### src/rtl/rate_gen_pkg.sv
// Shared types and default constants for the rate_gen data-rate clock generator.
package rate_gen_pkg;

  typedef enum logic {
    ST_IDLE = 1'b0,
    ST_RUN  = 1'b1
  } state_e;

  localparam int DIV_W_DEF       = 12;
  localparam int DEFAULT_DIV_DEF = 10;
  localparam int FRAC_W_DEF      = 4;

endpackage

### src/rtl/rate_frac_acc.sv
// Fractional accumulator for rate_gen. Adds the fractional numerator at each
// half-period boundary; a carry-out requests a one-cycle stretch of the next
// half-period. Only instantiated when RATE_GEN_FRAC_EN is defined.
module rate_frac_acc #(
  parameter int FRAC_W = 4
) (
  input  logic              i_clock,
  input  logic              i_reset_n,
  input  logic              i_boundary,
  input  logic              i_clear,
  input  logic [FRAC_W-1:0] i_frac,
  output logic              o_stretch
);

  logic [FRAC_W-1:0] r_acc;
  logic              r_stretch;

  // Accumulate at each boundary; the carry stretches the half-period that follows.
  always_ff @(posedge i_clock or negedge i_reset_n) begin
    if (!i_reset_n) begin
      r_acc     <= '0;
      r_stretch <= 1'b0;
    end else if (i_clear) begin
      r_acc     <= '0;
      r_stretch <= 1'b0;
    end else if (i_boundary) begin
      {r_stretch, r_acc} <= {1'b0, r_acc} + {1'b0, i_frac};
    end
  end

  assign o_stretch = r_stretch;

endmodule

### src/rtl/rate_gen.sv
// Runtime-programmable data-rate clock generator: 50% duty square wave with
// rise (tick) and toggle (half_tick) strobes. The half-period divisor is
// loaded into a shadow register and applied only at half-period boundaries
// (or while idle) so the output never glitches.
// Optional fractional divisor: define RATE_GEN_FRAC_EN.
module rate_gen
  import rate_gen_pkg::*;
#(
  parameter int DIV_W       = DIV_W_DEF,
  parameter int DEFAULT_DIV = DEFAULT_DIV_DEF,
  parameter int FRAC_W      = FRAC_W_DEF
) (
  input  logic              i_clock,
  input  logic              i_reset_n,
  input  logic              i_enable,
  input  logic [DIV_W-1:0]  i_div_in,
  input  logic [FRAC_W-1:0] i_frac_in,
  input  logic              i_div_load,
  output logic              o_output_data_rate,
  output logic              o_tick,
  output logic              o_half_tick,
  output logic              o_load_pending,
  output logic              o_busy
);

`ifdef RATE_GEN_FRAC_EN
  // One extra counter bit so a stretched half-period of a full-scale divisor fits.
  localparam int CNT_W = DIV_W + 1;
`else
  localparam int CNT_W = DIV_W;
`endif

  state_e           r_state;
  logic [CNT_W-1:0] r_counter;
  logic [DIV_W-1:0] r_cur_div;
  logic [DIV_W-1:0] r_shadow_div;
  logic             r_pending;
  logic             r_rate;
  logic             r_tick;
  logic             r_half_tick;
  logic             r_busy;

  logic             w_stretch;
  logic [CNT_W-1:0] w_term;
  logic             w_boundary;

  assign w_term     = CNT_W'(r_cur_div) + CNT_W'(w_stretch);
  assign w_boundary = (r_state == ST_RUN) && i_enable && (r_counter == w_term);

`ifdef RATE_GEN_FRAC_EN
  logic [FRAC_W-1:0] r_cur_frac;
  logic [FRAC_W-1:0] r_shadow_frac;
  logic              w_frac_clear;

  assign w_frac_clear = (r_state == ST_IDLE) || !i_enable;

  rate_frac_acc #(.FRAC_W(FRAC_W)) u_frac_acc (
    .i_clock    (i_clock),
    .i_reset_n  (i_reset_n),
    .i_boundary (w_boundary),
    .i_clear    (w_frac_clear),
    .i_frac     (r_cur_frac),
    .o_stretch  (w_stretch)
  );

  // Fractional shadow/current pair follows the same load/apply rules as the divisor.
  always_ff @(posedge i_clock or negedge i_reset_n) begin
    if (!i_reset_n) begin
      r_cur_frac    <= '0;
      r_shadow_frac <= '0;
    end else begin
      if (i_div_load) r_shadow_frac <= i_frac_in;
      if (r_pending && (r_state == ST_IDLE || w_boundary)) r_cur_frac <= r_shadow_frac;
    end
  end
`else
  logic w_unused_frac;
  assign w_unused_frac = ^i_frac_in;
  assign w_stretch     = 1'b0;
`endif

  // Main sequencer: IDLE holds the output low, RUN counts half-periods and toggles.
  always_ff @(posedge i_clock or negedge i_reset_n) begin
    if (!i_reset_n) begin
      r_state      <= ST_IDLE;
      r_counter    <= '0;
      r_cur_div    <= DIV_W'(DEFAULT_DIV);
      r_shadow_div <= DIV_W'(DEFAULT_DIV);
      r_pending    <= 1'b0;
      r_rate       <= 1'b0;
      r_tick       <= 1'b0;
      r_half_tick  <= 1'b0;
      r_busy       <= 1'b0;
    end else begin
      r_tick      <= 1'b0;
      r_half_tick <= 1'b0;
      if (i_div_load) r_shadow_div <= i_div_in;
      case (r_state)
        ST_IDLE: begin
          r_counter <= '0;
          r_rate    <= 1'b0;
          if (r_pending) r_cur_div <= r_shadow_div;
          // A load in this same cycle refills the shadow, so pending stays set.
          r_pending <= i_div_load;
          r_busy    <= i_enable;
          if (i_enable) r_state <= ST_RUN;
        end
        ST_RUN: begin
          if (!i_enable) begin
            // Forced return to zero: no strobes on this fall.
            r_state   <= ST_IDLE;
            r_busy    <= 1'b0;
            r_counter <= '0;
            r_rate    <= 1'b0;
            r_pending <= r_pending | i_div_load;
          end else if (w_boundary) begin
            r_counter   <= '0;
            r_rate      <= ~r_rate;
            r_half_tick <= 1'b1;
            r_tick      <= ~r_rate;
            // Boundary applies the value that was already pending; a same-cycle
            // load only lands in the shadow and waits for the next boundary.
            if (r_pending) r_cur_div <= r_shadow_div;
            r_pending <= i_div_load;
          end else begin
            r_counter <= r_counter + 1'b1;
            r_pending <= r_pending | i_div_load;
          end
        end
        default: r_state <= ST_IDLE;
      endcase
    end
  end

  assign o_output_data_rate = r_rate;
  assign o_tick             = r_tick;
  assign o_half_tick        = r_half_tick;
  assign o_load_pending     = r_pending;
  assign o_busy             = r_busy;

endmodule

### config.mk
export PLATFORM = sky130hd
export DESIGN_NAME = rate_gen
export DESIGN_NICKNAME = d
export VERILOG_FILES = /design/src/rtl/rate_gen_pkg.sv /design/src/rtl/rate_frac_acc.sv /design/src/rtl/rate_gen.sv
export SDC_FILE = /design/constraint.sdc
export NUM_CORES = 1
export LEC_CHECK = 0
export BUFFER_PORTS_ARGS = -buffer_cell sky130_fd_sc_hd__buf_4
export CAP_MARGIN = 20
export CORE_UTILIZATION = 56
export DETAILED_ROUTE_END_ITERATION = 8
export PLACE_DENSITY = 0.78
export RECOVER_POWER = 25
export REMOVE_ABC_BUFFERS = 1
export SYNTH_ARGS = -nofsm -noshare
export SYNTH_HDL_FRONTEND = slang
export SYNTH_SLANG_ARGS = --single-unit
### constraint.sdc
create_clock -name i_clock -period 2.39 [get_ports i_clock]
set_input_delay 0.239 -clock i_clock [delete_from_list [all_inputs] [get_ports i_clock]]
set_output_delay 0.239 -clock i_clock [all_outputs]
set_load 0.02 [all_outputs]
==> Implementation_results.wiki, run 1 <==
{| class="wikitable"
! Metric !! Value
|-
| CTS root buf || sky130_fd_sc_hd__clkbuf_4
|-
| Fraction of the yosys area taken by sequential cells || between 50% and 60%
|-
| XOR/XNOR Fraction of Synth Area || 9.46%
|-
| Multiplexer share of the synthesized area || 0%
|-
| Total power after layout || about 0.0014 W
|-
| Layout Nets || 225
|-
| Cell with the biggest individual delay on the critical path || sky130_fd_sc_hd__o41a_1
|-
| Slew at the pin closest to its max-slew limit || 1.02 ns
|-
| Sinks on the clock net || 42
|-
| Share of Yosys cell area claimed by the top area cell type || 48.9%
|-
| CTS H-tree lvls || 2
|-
| DRC Markers || 0
|-
| Sum of routed wire length over all layers || about 3700 µm
|-
| Max Cap Viol || 0
|-
| Worst Hold Slack || around 0.049 ns
|-
| Largest net degree at the start of global routing || 43
|-
| Post-synth cell types || 33
|-
| Antenna diodes || 0
|-
| Number of global-route vias before repair || about 1300
|-
| Filler Cells Inserted || about 280
|-
| Ordered cell list for the critical path || xnor2_1 > nand4_1 > o41a_1 > o32ai_1
|-
| Endpoints failing setup || 0
|-
| Number of input and output port buffers inserted || 20
|-
| Initial Utilization || 58.3%
|-
| Post-route minimum period || ~2.1 ns
|-
| Path depth of the worst reg2reg path || 4
|-
| FF-to-FF End || r_cur_div[11]
|-
| Worst reg2reg path startpoint || r_cur_div[1]
|-
| Nature of the critical path endpoint || register
|-
| Detailed-route via count || roughly 1400
|-
| Largest family of logic cells by synthesized area || compound AO/OA/AOI/OAI gates
|-
| Share of synthesized cell area in and, or, nand and nor gates || about 15%
|-
| Post-route insts no fill || 251
|-
| Initial antenna violation count || 0
|-
| Pwr dens || 621 nW/µm²
|-
| Result of the run || finished clean
|-
| Adder-cell area share of the yosys netlist || 0.644%
|-
| Post-placement cell count || roughly 240
|-
| Worst-path fanout max || 13
|-
| Average instance area after synthesis || between 10 and 15 µm²
|-
| Site Rows || 21
|-
| Post-synthesis compound-gate area fraction || 15.5%
|-
| Highest ir drop seen on vdd || around 370 µV
|-
| Share of layout cells above drive strength 1 || 22.9%
|-
| Die Width || 60.9 µm
|-
| Hold/Removal Path Class || in -> reg
|-
| Final weighted congestion in routability-driven placement || 0.789
|-
| Die outline height || around 61 µm
|-
| Share of the clock period used by the worst path after layout || 89.2%
|-
| Required time reported for the critical path endpoint || approximately 2.7 ns
|-
| GRT Util Overall || ~22%
|-
| Slowest Stage Delay on Critical Path || 0.72 ns
|-
| Gate count after technology mapping || ~180
|-
| Average detailed-routed wire length per instance || around 15 µm
|-
| Clock tree from TritonCTS || yes
|-
| Main area contributors after synthesis || sky130_fd_sc_hd__dfrtp_1, sky130_fd_sc_hd__o32ai_2, sky130_fd_sc_hd__xnor2_1
|-
| Worst reg-to-reg setup slack || roughly 0.26 ns
|-
| CP Capture Point || r_cur_div[11]
|-
| Clock edge transition at the registers on the reported setup and hold paths || ~0.13 ns
|-
| Leakage power figure || approximately 0.97 nW
|-
| Count of TritonRoute iterations in the first routing pass || 4
|-
| Seq cells post-synth || 42
|-
| Data arrival at the endpoint of the critical path || approximately 2.4 ns
|-
| I/O pin count || 25
|-
| Growth of design area from synthesis to finish || 12.8%
|-
| Worst rel slew slack || around a third
|-
| Sum of overflow across all layers after global routing || 0
|-
| Worst setup skew after layout || ~0.017 ns
|-
| Summed instance area of the synthesized netlist || slightly below 2000 µm²
|-
| Number of cells upsized or downsized after cts || 0
|-
| Final Max Slew Viols || 0
|-
| Final hold violation count || 0
|-
| Core area || roughly 3300 µm²
|-
| Fmax || about 470 MHz
|-
| Area of the die || 3710 µm²
|-
| Fin area || about 2200 µm²
|-
| Latest clock arrival within the worst-skew pair || 0.35 ns
|-
| Routed via count divided by cell count || around 5.4
|-
| Placement-stage cell area || between 2000 and 2500 µm²
|-
| Initial DRC count || 37
|-
| Final antenna-violating net count || 0
|-
| Yosys Warn Count || 0
|-
| Library cell with the largest summed area after synthesis || sky130_fd_sc_hd__dfrtp_1
|-
| Crit path launch type || register
|-
| Setup repair after global routing missed its margin || false
|-
| First element of the critical path || r_cur_div[1]
|-
| Setup Crit Path Kind || reg -> reg
|-
| Sum of net half-perimeters after detailed placement || roughly 2600 µm
|-
| Global-route wire length before repair || between 5000 and 6000 µm
|-
| Clock tree buffer depth || 2
|-
| Cts bufs inserted || 5
|}
## layout by cell type, fill, tap and decap left out, types with 2 or more instances in the layout
master | synthesis | final
sky130_fd_sc_hd__dfrtp_1 | 38 | 38
sky130_fd_sc_hd__nand2_1 | 30 | 30
sky130_fd_sc_hd__buf_4 | 1 | 20
sky130_fd_sc_hd__inv_1 | 18 | 18
sky130_fd_sc_hd__xnor2_1 | 14 | 14
sky130_fd_sc_hd__o21ai_0 | 12 | 12
sky130_fd_sc_hd__nor2_1 | 11 | 11
sky130_fd_sc_hd__o32ai_2 | 8 | 8
sky130_fd_sc_hd__xor2_1 | 7 | 7
sky130_fd_sc_hd__clkbuf_4 | 0 | 5
sky130_fd_sc_hd__nand4_1 | 4 | 4
sky130_fd_sc_hd__dfstp_2 | 4 | 4
sky130_fd_sc_hd__o31ai_1 | 3 | 3
sky130_fd_sc_hd__nand3_1 | 3 | 3
sky130_fd_sc_hd__a21oi_1 | 3 | 3
sky130_fd_sc_hd__o32ai_1 | 3 | 3
sky130_fd_sc_hd__clkbuf_1 | 4 | 2
## logic make-up (layout without fill, tap and decap cells)
kind of cell,Yosys count,count (layout)
AO/OA/AOI/OAI,32,32
XOR/XNOR,21,21
adder cells (fa/ha/maj),1,1
buffers and inverters,25,49
flip-flops,42,42
AND/OR/NAND/NOR,60,60
## worst max-delay path, delay by kind of cell (launching register included)
kind | cells | cell delay, ns
AO/OA/AOI/OAI | 2 | 1.06
flip-flops | 1 | 0.57
AND/OR/NAND/NOR | 1 | 0.27
XOR/XNOR | 1 | 0.13
## metrics by stage
| stage | util, % | TNS, ns | setup slack, ns |
|---|---|---|---|
| after floorplan | - | -5.78 | -0.529 |
| after global placement | 64.0 | 0 | 0.386 |
| after detailed placement | 64.0 | 0 | 0.285 |
| after CTS | 65.9 | 0 | 0.258 |
| after global routing | 65.7 | 0 | 0.161 |
| final | 65.7 | 0 | 0.258 |
## power by group
group / switching, W / leakage, nW / internal (W) / total (W)
Clock: 0.000231 / 0.0322 / 0.000116 / 0.000347
Combinational: 0.000118 / 0.406 / 0.0000887 / 0.000207
Sequential: 0.0000370 / 0.532 / 0.000771 / 0.000808
## area by class of cell
class                   count  area (µm²)  share of cell area (%)
clock buffers               6        41.3                    1.88
inverters                  18        67.6                    3.08
flip-flops and latches     42        1060                    48.1
multi-input cells         114         788                    35.9
clock inverters             2        13.8                   0.627
repair buffers             23         169                    7.70
well taps                  46        57.6                    2.62
## state kept, by name, summed over array words and instances, names as in the netlist
register,count
o_busy,1
o_half_tick,1
o_load_pending,1
o_output_data_rate,1
o_tick,1
r_counter,12
r_cur_div,12
r_shadow_div,12
r_state,1
## worst min path at each step
stage / start / end / cells after the start
global route: i_enable / r_state / 1
floorplan: i_reset_n / o_busy / 0
CTS: i_enable / r_state / 1
finish: i_enable / r_state / 1
detailed placement: i_reset_n / o_output_data_rate / 1
global placement: i_reset_n / o_tick / 1
## cells in the mapped netlist
cell type	number
sky130_fd_sc_hd__inv_1	18
sky130_fd_sc_hd__o32ai_2	8
sky130_fd_sc_hd__or4_2	1
sky130_fd_sc_hd__and2_1	1
sky130_fd_sc_hd__xor2_1	7
sky130_fd_sc_hd__buf_2	1
sky130_fd_sc_hd__o21ai_0	12
sky130_fd_sc_hd__buf_4	1
sky130_fd_sc_hd__and4_2	1
sky130_fd_sc_hd__and4_1	1
sky130_fd_sc_hd__nor3_1	1
sky130_fd_sc_hd__or4_1	1
sky130_fd_sc_hd__a21o_2	1
sky130_fd_sc_hd__o31ai_1	3
sky130_fd_sc_hd__o32ai_4	1
sky130_fd_sc_hd__or2_2	1
sky130_fd_sc_hd__clkbuf_1	4
sky130_fd_sc_hd__nand2_1	30
sky130_fd_sc_hd__nor4_1	2
sky130_fd_sc_hd__dfstp_2	4
sky130_fd_sc_hd__o32ai_1	3
sky130_fd_sc_hd__a21oi_1	3
sky130_fd_sc_hd__dfrtp_1	38
sky130_fd_sc_hd__nand4_2	1
sky130_fd_sc_hd__xnor2_1	14
sky130_fd_sc_hd__nand2b_1	1
sky130_fd_sc_hd__nor2_1	11
sky130_fd_sc_hd__nand3_1	3
sky130_fd_sc_hd__ha_1	1
sky130_fd_sc_hd__buf_6	1
sky130_fd_sc_hd__and3_1	1
sky130_fd_sc_hd__nand4_1	4
sky130_fd_sc_hd__o41a_1	1
## metal layers
metal | track usage (%) | wire length [µm]
met1 | 26.4 | 1630
met2 | 36.9 | 1810
met3 | 5.76 | 135
met4 | 10.7 | 80
met5 | 0 | 0
## repair_timing
action | CTS | global route
hold buffers | 1 | 0
buffers inserted | 0 | 0
endpoints found under the hold margin | 38 | 0
(Power assumes the default switching activity.)
==> run 2, diff against run 1 <==
--- a/config.mk
+++ b/config.mk
@@ -5,7 +5,7 @@
 export SDC_FILE = /design/constraint.sdc
 export NUM_CORES = 1
 export LEC_CHECK = 0
-export BUFFER_PORTS_ARGS = -buffer_cell sky130_fd_sc_hd__buf_4
+export BUFFER_PORTS_ARGS = -buffer_cell sky130_fd_sc_hd__buf_2
 export CAP_MARGIN = 20
 export CORE_UTILIZATION = 56
 export DETAILED_ROUTE_END_ITERATION = 8
==> run 2 against run 1 <==
  * The run now ends with max-capacitance violations, max-slew violations left
  * Critical path depth unchanged
  * Non-clock buffer count is 1 lower
  * Design area decreased by 2.2%
  * Count of clock-buffer cells in the layout stayed put
  * Routed wire length is 1.7% lower
  * Die area unchanged
  * Fmax up 0.19%
  * Largest cell class unchanged
  * Largest power group unchanged
==> Implementation_results.wiki, run 2 (synthesis results as in run 1) <==
{| class="wikitable"
! Metric !! Value
|-
| Result of the run || finished, violations left
|-
| Violations in the final reports || max-capacitance violations, max-slew violations
|-
| Fmax || 470 MHz (+0.19%)
|-
| Number of input and output port buffers inserted || 20 (unchanged)
|-
| Registers with the most flip-flops || r_counter x12, r_cur_div x12, r_shadow_div x12
|-
| Initial antenna violation count || 0 (unchanged)
|-
| Initial Utilization || 58.3% (unchanged)
|-
| Worst rel slew slack || -44.9% (-77 points)
|-
| Busiest layer in global routing || met2
|-
| Site Rows || 21 (unchanged)
|-
| GRT Util Overall || 21.8% (-0.24 points)
|-
| CTS root buf || sky130_fd_sc_hd__clkbuf_4
|-
| Detailed-route via count || 1352 (-0.074%)
|-
| Sum of overflow across all layers after global routing || 0 (unchanged)
|-
| Worst Hold Slack || 0.0351 ns (-0.0141 ns)
|-
| Latest clock arrival within the worst-skew pair || 0.36 ns (about the same)
|-
| Count of hold buffers inserted by post-cts repair || 0 (-1)
|-
| Share of layout cells above drive strength 1 || 23.0% (+0.11 points)
|-
| Slew at the pin closest to its max-slew limit || 2.17 ns (+1.15 ns)
|-
| Worst reg-to-reg setup slack || 0.26 ns (about the same)
|-
| FF-to-FF End || r_cur_div[11]
|-
| Sum of routed wire length over all layers || 3590 µm (-1.7%)
|-
| Cts bufs inserted || 5 (unchanged)
|-
| Total power after layout || 0.00138 W (+1.4%)
|-
| Clock tree buffer depth || 2 (unchanged)
|-
| Final weighted congestion in routability-driven placement || 0.759 (-3.7%)
|-
| Antenna diodes || 0 (unchanged)
|-
| Most common cell after layout, fill and taps aside || sky130_fd_sc_hd__dfrtp_1
|-
| Worst Hold Depth || 1 (unchanged)
|-
| Leakage power figure || 0.953 nW (-1.8%)
|-
| Final hold violation count || 0 (unchanged)
|-
| Final antenna-violating net count || 0 (unchanged)
|-
| Worst setup skew after layout || 0.0137 ns (-0.00304 ns)
|-
| Path depth of the worst reg2reg path || 4 (unchanged)
|-
| Core area || 3340 µm² (unchanged)
|-
| Setup repair after global routing missed its margin || false
|-
| Number of cells upsized or downsized after cts || 0 (unchanged)
|-
| Growth of design area from synthesis to finish || 10.4%
|-
| Data arrival at the endpoint of the critical path || 2.39 ns (about the same)
|-
| Clock tree from TritonCTS || yes
|-
| Met3 Resource Use GR || 6.40% (+0.64 points)
|-
| Crit path launch type || register
|-
| Pwr dens || 644 nW/µm² (+3.7%)
|-
| CTS H-tree lvls || 2 (unchanged)
|-
| Min-delay src || i_enable
|-
| Post-placement cell count || 242 (unchanged)
|-
| Die Width || 60.9 µm (unchanged)
|-
| Sum of net half-perimeters after detailed placement || 2500 µm (-3.2%)
|-
| Routed via count divided by cell count || 5.41 (+0.33%)
|-
| Filler Cells Inserted || 282 (+2.2%)
|-
| Share of the clock period used by the worst path after layout || 89.0% (-0.17 points)
|-
| Endpoints failing setup || 0 (unchanged)
|-
| Post-route minimum period || 2.13 ns (-0.00413 ns)
|-
| Largest net degree at the start of global routing || 43 (unchanged)
|-
| Global-route wire length before repair || 5740 µm (-1.8%)
|-
| Post-route insts no fill || 250 (-0.40%)
|-
| M1 GR Usage || 28.2% (+1.8 points)
|-
| Sinks on the clock net || 42 (unchanged)
|-
| Global-route met2 utilization || 33.8% (-3.1 points)
|-
| Highest-count cells in the layout ignoring fill and taps || sky130_fd_sc_hd__dfrtp_1, sky130_fd_sc_hd__nand2_1, sky130_fd_sc_hd__inv_1, sky130_fd_sc_hd__buf_2, sky130_fd_sc_hd__xnor2_1
|-
| Highest ir drop seen on vdd || 380 µV (+3.6%)
|-
| I/O pin count || 25 (unchanged)
|-
| Clock edge transition at the registers on the reported setup and hold paths || 0.13 ns (about the same)
|-
| Number of global-route vias before repair || 1262 (-4.8%)
|-
| Hold/Removal Path Class || in -> reg
|-
| Required time reported for the critical path endpoint || 2.65 ns (about the same)
|-
| Nature of the critical path endpoint || register
|-
| Final Max Slew Viols || 43 (+43)
|-
| Die outline height || 60.9 µm (unchanged)
|-
| DRC Markers || 0 (unchanged)
|-
| Max Cap Viol || 1 (+1)
|-
| Worst-path fanout max || 13 (unchanged)
|-
| Worst Hold Path EP || r_state
|-
| Initial DRC count || 81 (+120%)
|-
| Worst reg2reg path startpoint || r_cur_div[3]
|-
| Setup Crit Path Kind || reg -> reg
|-
| Area of the die || 3710 µm² (unchanged)
|-
| Layout Nets || 224 (-0.44%)
|-
| Post-CTS Setup Bufs || 0 (unchanged)
|-
| Count of TritonRoute iterations in the first routing pass || 4 (unchanged)
|-
| Average detailed-routed wire length per instance || 14.4 µm (-1.3%)
|}
-- run 2: layout make-up --
| cell class | count | area [µm²] | share of cell area, % |
|---|---|---|---|
| Clock inverter | 2 | 12.5 | 0.583 |
| Multi-Input combinational cell | 114 | 788 | 36.7 |
| Tap cell | 46 | 57.6 | 2.68 |
| Inverter | 18 | 67.6 | 3.15 |
| Timing Repair Buffer | 22 | 113 | 5.25 |
| Sequential cell | 42 | 1060 | 49.2 |
| Clock buffer | 6 | 51.3 | 2.39 |
-- run 2: worst max-delay path, cell delays in order, from the launching register on --
cell and delay [ns]:
sky130_fd_sc_hd__dfstp_2 0.56, sky130_fd_sc_hd__xnor2_1 0.14, sky130_fd_sc_hd__nand4_2 0.23, sky130_fd_sc_hd__o41a_1 0.74, sky130_fd_sc_hd__o32ai_1 0.35
-- run 2: where the power goes --
group          total, W  switching, W  internal [W]
Clock          0.000374      0.000233      0.000142
Sequential     0.000808     0.0000369      0.000771
Combinational  0.000200      0.000120     0.0000801
Total           0.00138      0.000389      0.000993
-- run 2: worst max path at each step --
stage	from	to	slack (ns)	cells past startpoint
after CTS	r_cur_div[3]	r_cur_div[11]	0.24	4
after global routing	r_counter[6]	r_cur_div[7]	0.17	4
after detailed placement	r_cur_div[3]	r_cur_div[11]	0.26	4
final	r_cur_div[3]	r_cur_div[11]	0.26	4
after floorplan	r_cur_div[3]	r_cur_div[11]	-0.53	4
after global placement	r_cur_div[1]	o_load_pending	0.38	4
-- run 2: per-stage QoR --
step | setup slack [ns] | TNS, ns | instance area (µm²) | util [%]
2_1_floorplan | -0.529 | -5.78 | 1910 | -
3_3_place_gp | 0.382 | 0 | 2080 | 62.5
3_5_place_dp | 0.264 | 0 | 2080 | 62.5
4_1_cts | 0.242 | 0 | 2150 | 64.4
5_1_grt | 0.167 | 0 | 2150 | 64.3
6_report | 0.262 | 0 | 2150 | 64.3
-- run 2: metal layers --
metal / vias up / part of all wire (%) / wire, µm
li1: 655 / - / -
met1: 670 / 47 / 1690
met2: 20 / 49 / 1740
met3: 7 / 2.9 / 104
met4: 0 / 1.5 / 55
met5: - / 0 / 0
==> run 3, diff against run 2 <==
--- a/config.mk
+++ b/config.mk
@@ -7,11 +7,13 @@
 export LEC_CHECK = 0
 export BUFFER_PORTS_ARGS = -buffer_cell sky130_fd_sc_hd__buf_2
 export CAP_MARGIN = 20
-export CORE_UTILIZATION = 56
+export CORE_UTILIZATION = 59
+export CTS_BUF_LIST = sky130_fd_sc_hd__clkbuf_4
 export DETAILED_ROUTE_END_ITERATION = 8
-export PLACE_DENSITY = 0.78
+export PLACE_DENSITY = 0.81
 export RECOVER_POWER = 25
 export REMOVE_ABC_BUFFERS = 1
 export SYNTH_ARGS = -nofsm -noshare
 export SYNTH_HDL_FRONTEND = slang
+export SYNTH_HIERARCHICAL = 1
 export SYNTH_SLANG_ARGS = --single-unit
==> run 3 against run 2 <==
  * The flow still finishes with violations (max-capacitance violations, max-slew violations)
  * Flip-flop and latch count unchanged
  * Sequential share of layout area decreased by 0.057 points
  * Via count decreased by 0.15%
  * Routed wire length increased by 2.6%
  * Clock power decreased by 5.3%
  * Clock skew increased by 0.00081 ns
  * Fmax decreased by 2.1%
  * Worst setup slack got worse by 0.045 ns
  * Register-to-register slack got worse by 0.04 ns
  * Power decreased by 1.3%
  * Design area increased by 0.12%
  * Count of clock-buffer cells in the layout decreased by 1
  * Critical endpoint unchanged
  * Largest power group unchanged
  * Highest routed layer unchanged
==> Implementation_results.wiki, run 3 <==
{| class="wikitable"
! Metric !! Value
|-
| Result of the run || finished, violations left
|-
| Violations in the final reports || max-capacitance violations, max-slew violations
|-
| Number of input and output port buffers inserted || 20 (unchanged)
|-
| Clock tree from TritonCTS || yes
|-
| Sum of overflow across all layers after global routing || 0 (unchanged)
|-
| Worst setup skew after layout || 0.0145 ns (+0.000810 ns)
|-
| Global-route wire length before repair || 6040 µm (+5.3%)
|-
| Gate count after technology mapping || 181 (unchanged)
|-
| Initial antenna violation count || 0 (unchanged)
|-
| Yosys Warn Count || 6 (+6)
|-
| Growth of design area from synthesis to finish || 10.5%
|-
| Antenna diodes || 0 (unchanged)
|-
| Average instance area after synthesis || 10.7 µm² (unchanged)
|-
| Final antenna-violating net count || 0 (unchanged)
|-
| Worst Hold Depth || 3 (+2)
|-
| Worst-path fanout max || 13 (unchanged)
|-
| Fmax || 460 MHz (-2.1%)
|-
| Clock edge transition at the registers on the reported setup and hold paths || 0.13 ns (about the same)
|-
| Sinks on the clock net || 42 (unchanged)
|-
| Post-placement cell count || 240 (-0.83%)
|-
| Share of the clock period used by the worst path after layout || 90.9% (+1.9 points)
|-
| Setup Crit Path Kind || reg -> reg
|-
| CTS H-tree lvls || 2 (unchanged)
|-
| Hold/Removal Path Class || in -> reg
|-
| Leakage power figure || 0.954 nW (+0.12%)
|-
| Crit path launch type || register
|-
| Average detailed-routed wire length per instance || 14.8 µm (+3.0%)
|-
| Sum of routed wire length over all layers || 3680 µm (+2.6%)
|-
| GRT Util Overall || 24.1% (+2.3 points)
|-
| Fraction of the yosys area taken by sequential cells || 54.3% (unchanged)
|-
| Slowest Stage Delay on Critical Path || 0.72 ns (-0.02 ns)
|-
| Main synth FF type || sky130_fd_sc_hd__dfrtp_1
|-
| Share of layout cells above drive strength 1 || 22.9% (-0.11 points)
|-
| Setup repair after global routing missed its margin || false
|-
| M1 GR Usage || 29.0% (+0.84 points)
|-
| Detailed-route via count || 1350 (-0.15%)
|-
| Final Max Slew Viols || 43 (unchanged)
|-
| Number of cells upsized or downsized after cts || 0 (unchanged)
|-
| Post-CTS Setup Bufs || 0 (unchanged)
|-
| Highest ir drop seen on vdd || 439 µV (+16%)
|-
| Initial Utilization || 63.2% (+4.9 points)
|-
| Post-route insts no fill || 249 (-0.40%)
|-
| Data arrival at the endpoint of the critical path || 2.43 ns (+0.04 ns)
|-
| Initial DRC count || 80 (-1.2%)
|-
| Final hold violation count || 0 (unchanged)
|-
| Latest clock arrival within the worst-skew pair || 0.36 ns (about the same)
|-
| I/O pin count || 25 (unchanged)
|-
| Fin worst setup slack || 0.218 ns (-0.0447 ns)
|-
| Cts bufs inserted || 5 (unchanged)
|-
| Total power after layout || 0.00136 W (-1.3%)
|-
| Most common cell after layout, fill and taps aside || sky130_fd_sc_hd__dfrtp_1
|-
| Registers with the most flip-flops || r_counter x12, r_cur_div x12, r_shadow_div x12
|-
| Highest-count cells in the layout ignoring fill and taps || sky130_fd_sc_hd__dfrtp_1, sky130_fd_sc_hd__nand2_1, sky130_fd_sc_hd__inv_1, sky130_fd_sc_hd__buf_2, sky130_fd_sc_hd__xnor2_1
|-
| Pwr dens || 635 nW/µm² (-1.4%)
|-
| Die Width || 59.4 µm (-2.5%)
|-
| Post-synth cell types || 33 (unchanged)
|-
| Ordered cell list for the critical path || xnor2_1 > nand4_1 > o41a_1 > o32ai_1
|-
| Max Cap Viol || 1 (unchanged)
|-
| Top-count cell post-synth || sky130_fd_sc_hd__dfrtp_1
|-
| Site Rows || 20 (-4.8%)
|-
| Clock tree buffer depth || 2 (unchanged)
|-
| Routed via count divided by cell count || 5.42 (+0.25%)
|-
| Slew at the pin closest to its max-slew limit || 2.21 ns (+0.0400 ns)
|-
| Post-synth EDFFs || 0 (unchanged)
|-
| Largest net degree at the start of global routing || 43 (unchanged)
|-
| Required time reported for the critical path endpoint || 2.64 ns (about the same)
|-
| Nature of the critical path endpoint || register
|-
| Count of TritonRoute iterations in the first routing pass || 4 (unchanged)
|-
| Placement-stage cell area || 2080 µm² (-0.12%)
|-
| Path depth of the worst reg2reg path || 4 (unchanged)
|-
| Global-route met2 utilization || 40.0% (+6.2 points)
|-
| Synth async-reset ratio || 100% (unchanged)
|-
| Final weighted congestion in routability-driven placement || 0.794 (+4.5%)
|-
| Post-route minimum period || 2.17 ns (+0.0447 ns)
|-
| Count of hold buffers inserted by post-cts repair || 1 (+1)
|-
| Library cell with the largest summed area after synthesis || sky130_fd_sc_hd__dfrtp_1
|-
| Cell types with the highest counts after synthesis || sky130_fd_sc_hd__dfrtp_1, sky130_fd_sc_hd__nand2_1, sky130_fd_sc_hd__inv_1
|-
| Worst Hold Slack || 0.0749 ns (+0.0398 ns)
|-
| Worst rel slew slack || -47.5% (-2.7 points)
|-
| Seq cells post-synth || 42 (unchanged)
|-
| DRC Markers || 0 (unchanged)
|-
| Area of the die || 3530 µm² (-4.9%)
|-
| CTS root buf || sky130_fd_sc_hd__clkbuf_4
|-
| Main area contributors after synthesis || sky130_fd_sc_hd__dfrtp_1, sky130_fd_sc_hd__o32ai_2, sky130_fd_sc_hd__xnor2_1
|-
| Layout Nets || 225 (+0.45%)
|-
| Fin area || 2150 µm² (+0.12%)
|-
| Busiest layer in global routing || met2
|-
| Met3 Resource Use GR || 6.77% (+0.37 points)
|-
| Summed instance area of the synthesized netlist || 1940 µm² (unchanged)
|-
| Cell with the biggest individual delay on the critical path || sky130_fd_sc_hd__o41a_1
|-
| Post-Place Worst Slack || 0.282 ns (+0.0182 ns)
|-
| Endpoints failing setup || 0 (unchanged)
|-
| Core area || 3080 µm² (-7.8%)
|-
| Number of global-route vias before repair || 1348 (+6.8%)
|-
| Sum of net half-perimeters after detailed placement || 2620 µm (+4.7%)
|-
| Share of Yosys cell area claimed by the top area cell type || 48.9% (unchanged)
|-
| Die outline height || 59.4 µm (-2.5%)
|}
## run 3: per-layer routing
| metal | vias to the layer above | routed length [µm] |
|---|---|---|
| li1 | 656 | - |
| met1 | 663 | 1570 |
| met2 | 23 | 1940 |
| met3 | 8 | 114 |
| met4 | 0 | 68 |
| met5 | - | 0 |
## run 3: worst paths after layout
path,from,endpoint,slack (ns)
worst max-delay path,r_cur_div[1],r_cur_div[11],0.22
worst min-delay path,i_div_in[8],r_shadow_div[8],0.07
worst max register to register,r_cur_div[1],r_cur_div[11],0.22
worst min register to register,o_output_data_rate,o_tick,0.50
max in group asynchronous,i_reset_n,r_cur_div[4],0.62
min in group asynchronous,i_reset_n,r_state,0.51
## run 3: worst max-delay path, delay by kind of cell, from the launching register on
family	cells	cell delay, ns
XOR/XNOR	1	0.13
flip-flops	1	0.57
AO/OA/AOI/OAI	2	1.09
AND/OR/NAND/NOR	1	0.27
## run 3: stage by stage
stage               setup TNS (ns)  utilization, %
global placement                 0            67.6
global route                     0            69.8
CTS                              0            69.9
finish                           0            69.8
floorplan                    -5.78               -
detailed placement               0            67.6
## run 3: area by class of cell
cell class                      instances  area, µm²
Tap cell                               44       55.1
Multi-Input combinational cell        114        788
Fill cell                             240        930
Timing Repair Buffer                   23        123
Clock buffer                            5       37.5
Inverter                               18       67.6
Sequential cell                        42       1060
Clock inverter                          3       21.3
## run 3: logic make-up (layout without fill, tap and decap cells)
group | Yosys count | after routing | share of synthesized area, %
AOI/OAI and AO/OA | 32 | 32 | 15.5
xor gates and xnor gates | 21 | 21 | 9.46
adders and majority gates | 1 | 1 | 0.643
buffers and inverters | 25 | 49 | 5.47
DFF | 42 | 42 | 54.3
and+or+nand+nor | 60 | 60 | 14.6
## run 3: power by group
group / switching [W] / total [W] / internal [W] / leakage (nW)
Clock: 0.000239 / 0.000354 / 0.000114 / 0.0312
Sequential: 0.0000373 / 0.000808 / 0.000771 / 0.532
Combinational: 0.000121 / 0.000202 / 0.0000810 / 0.391
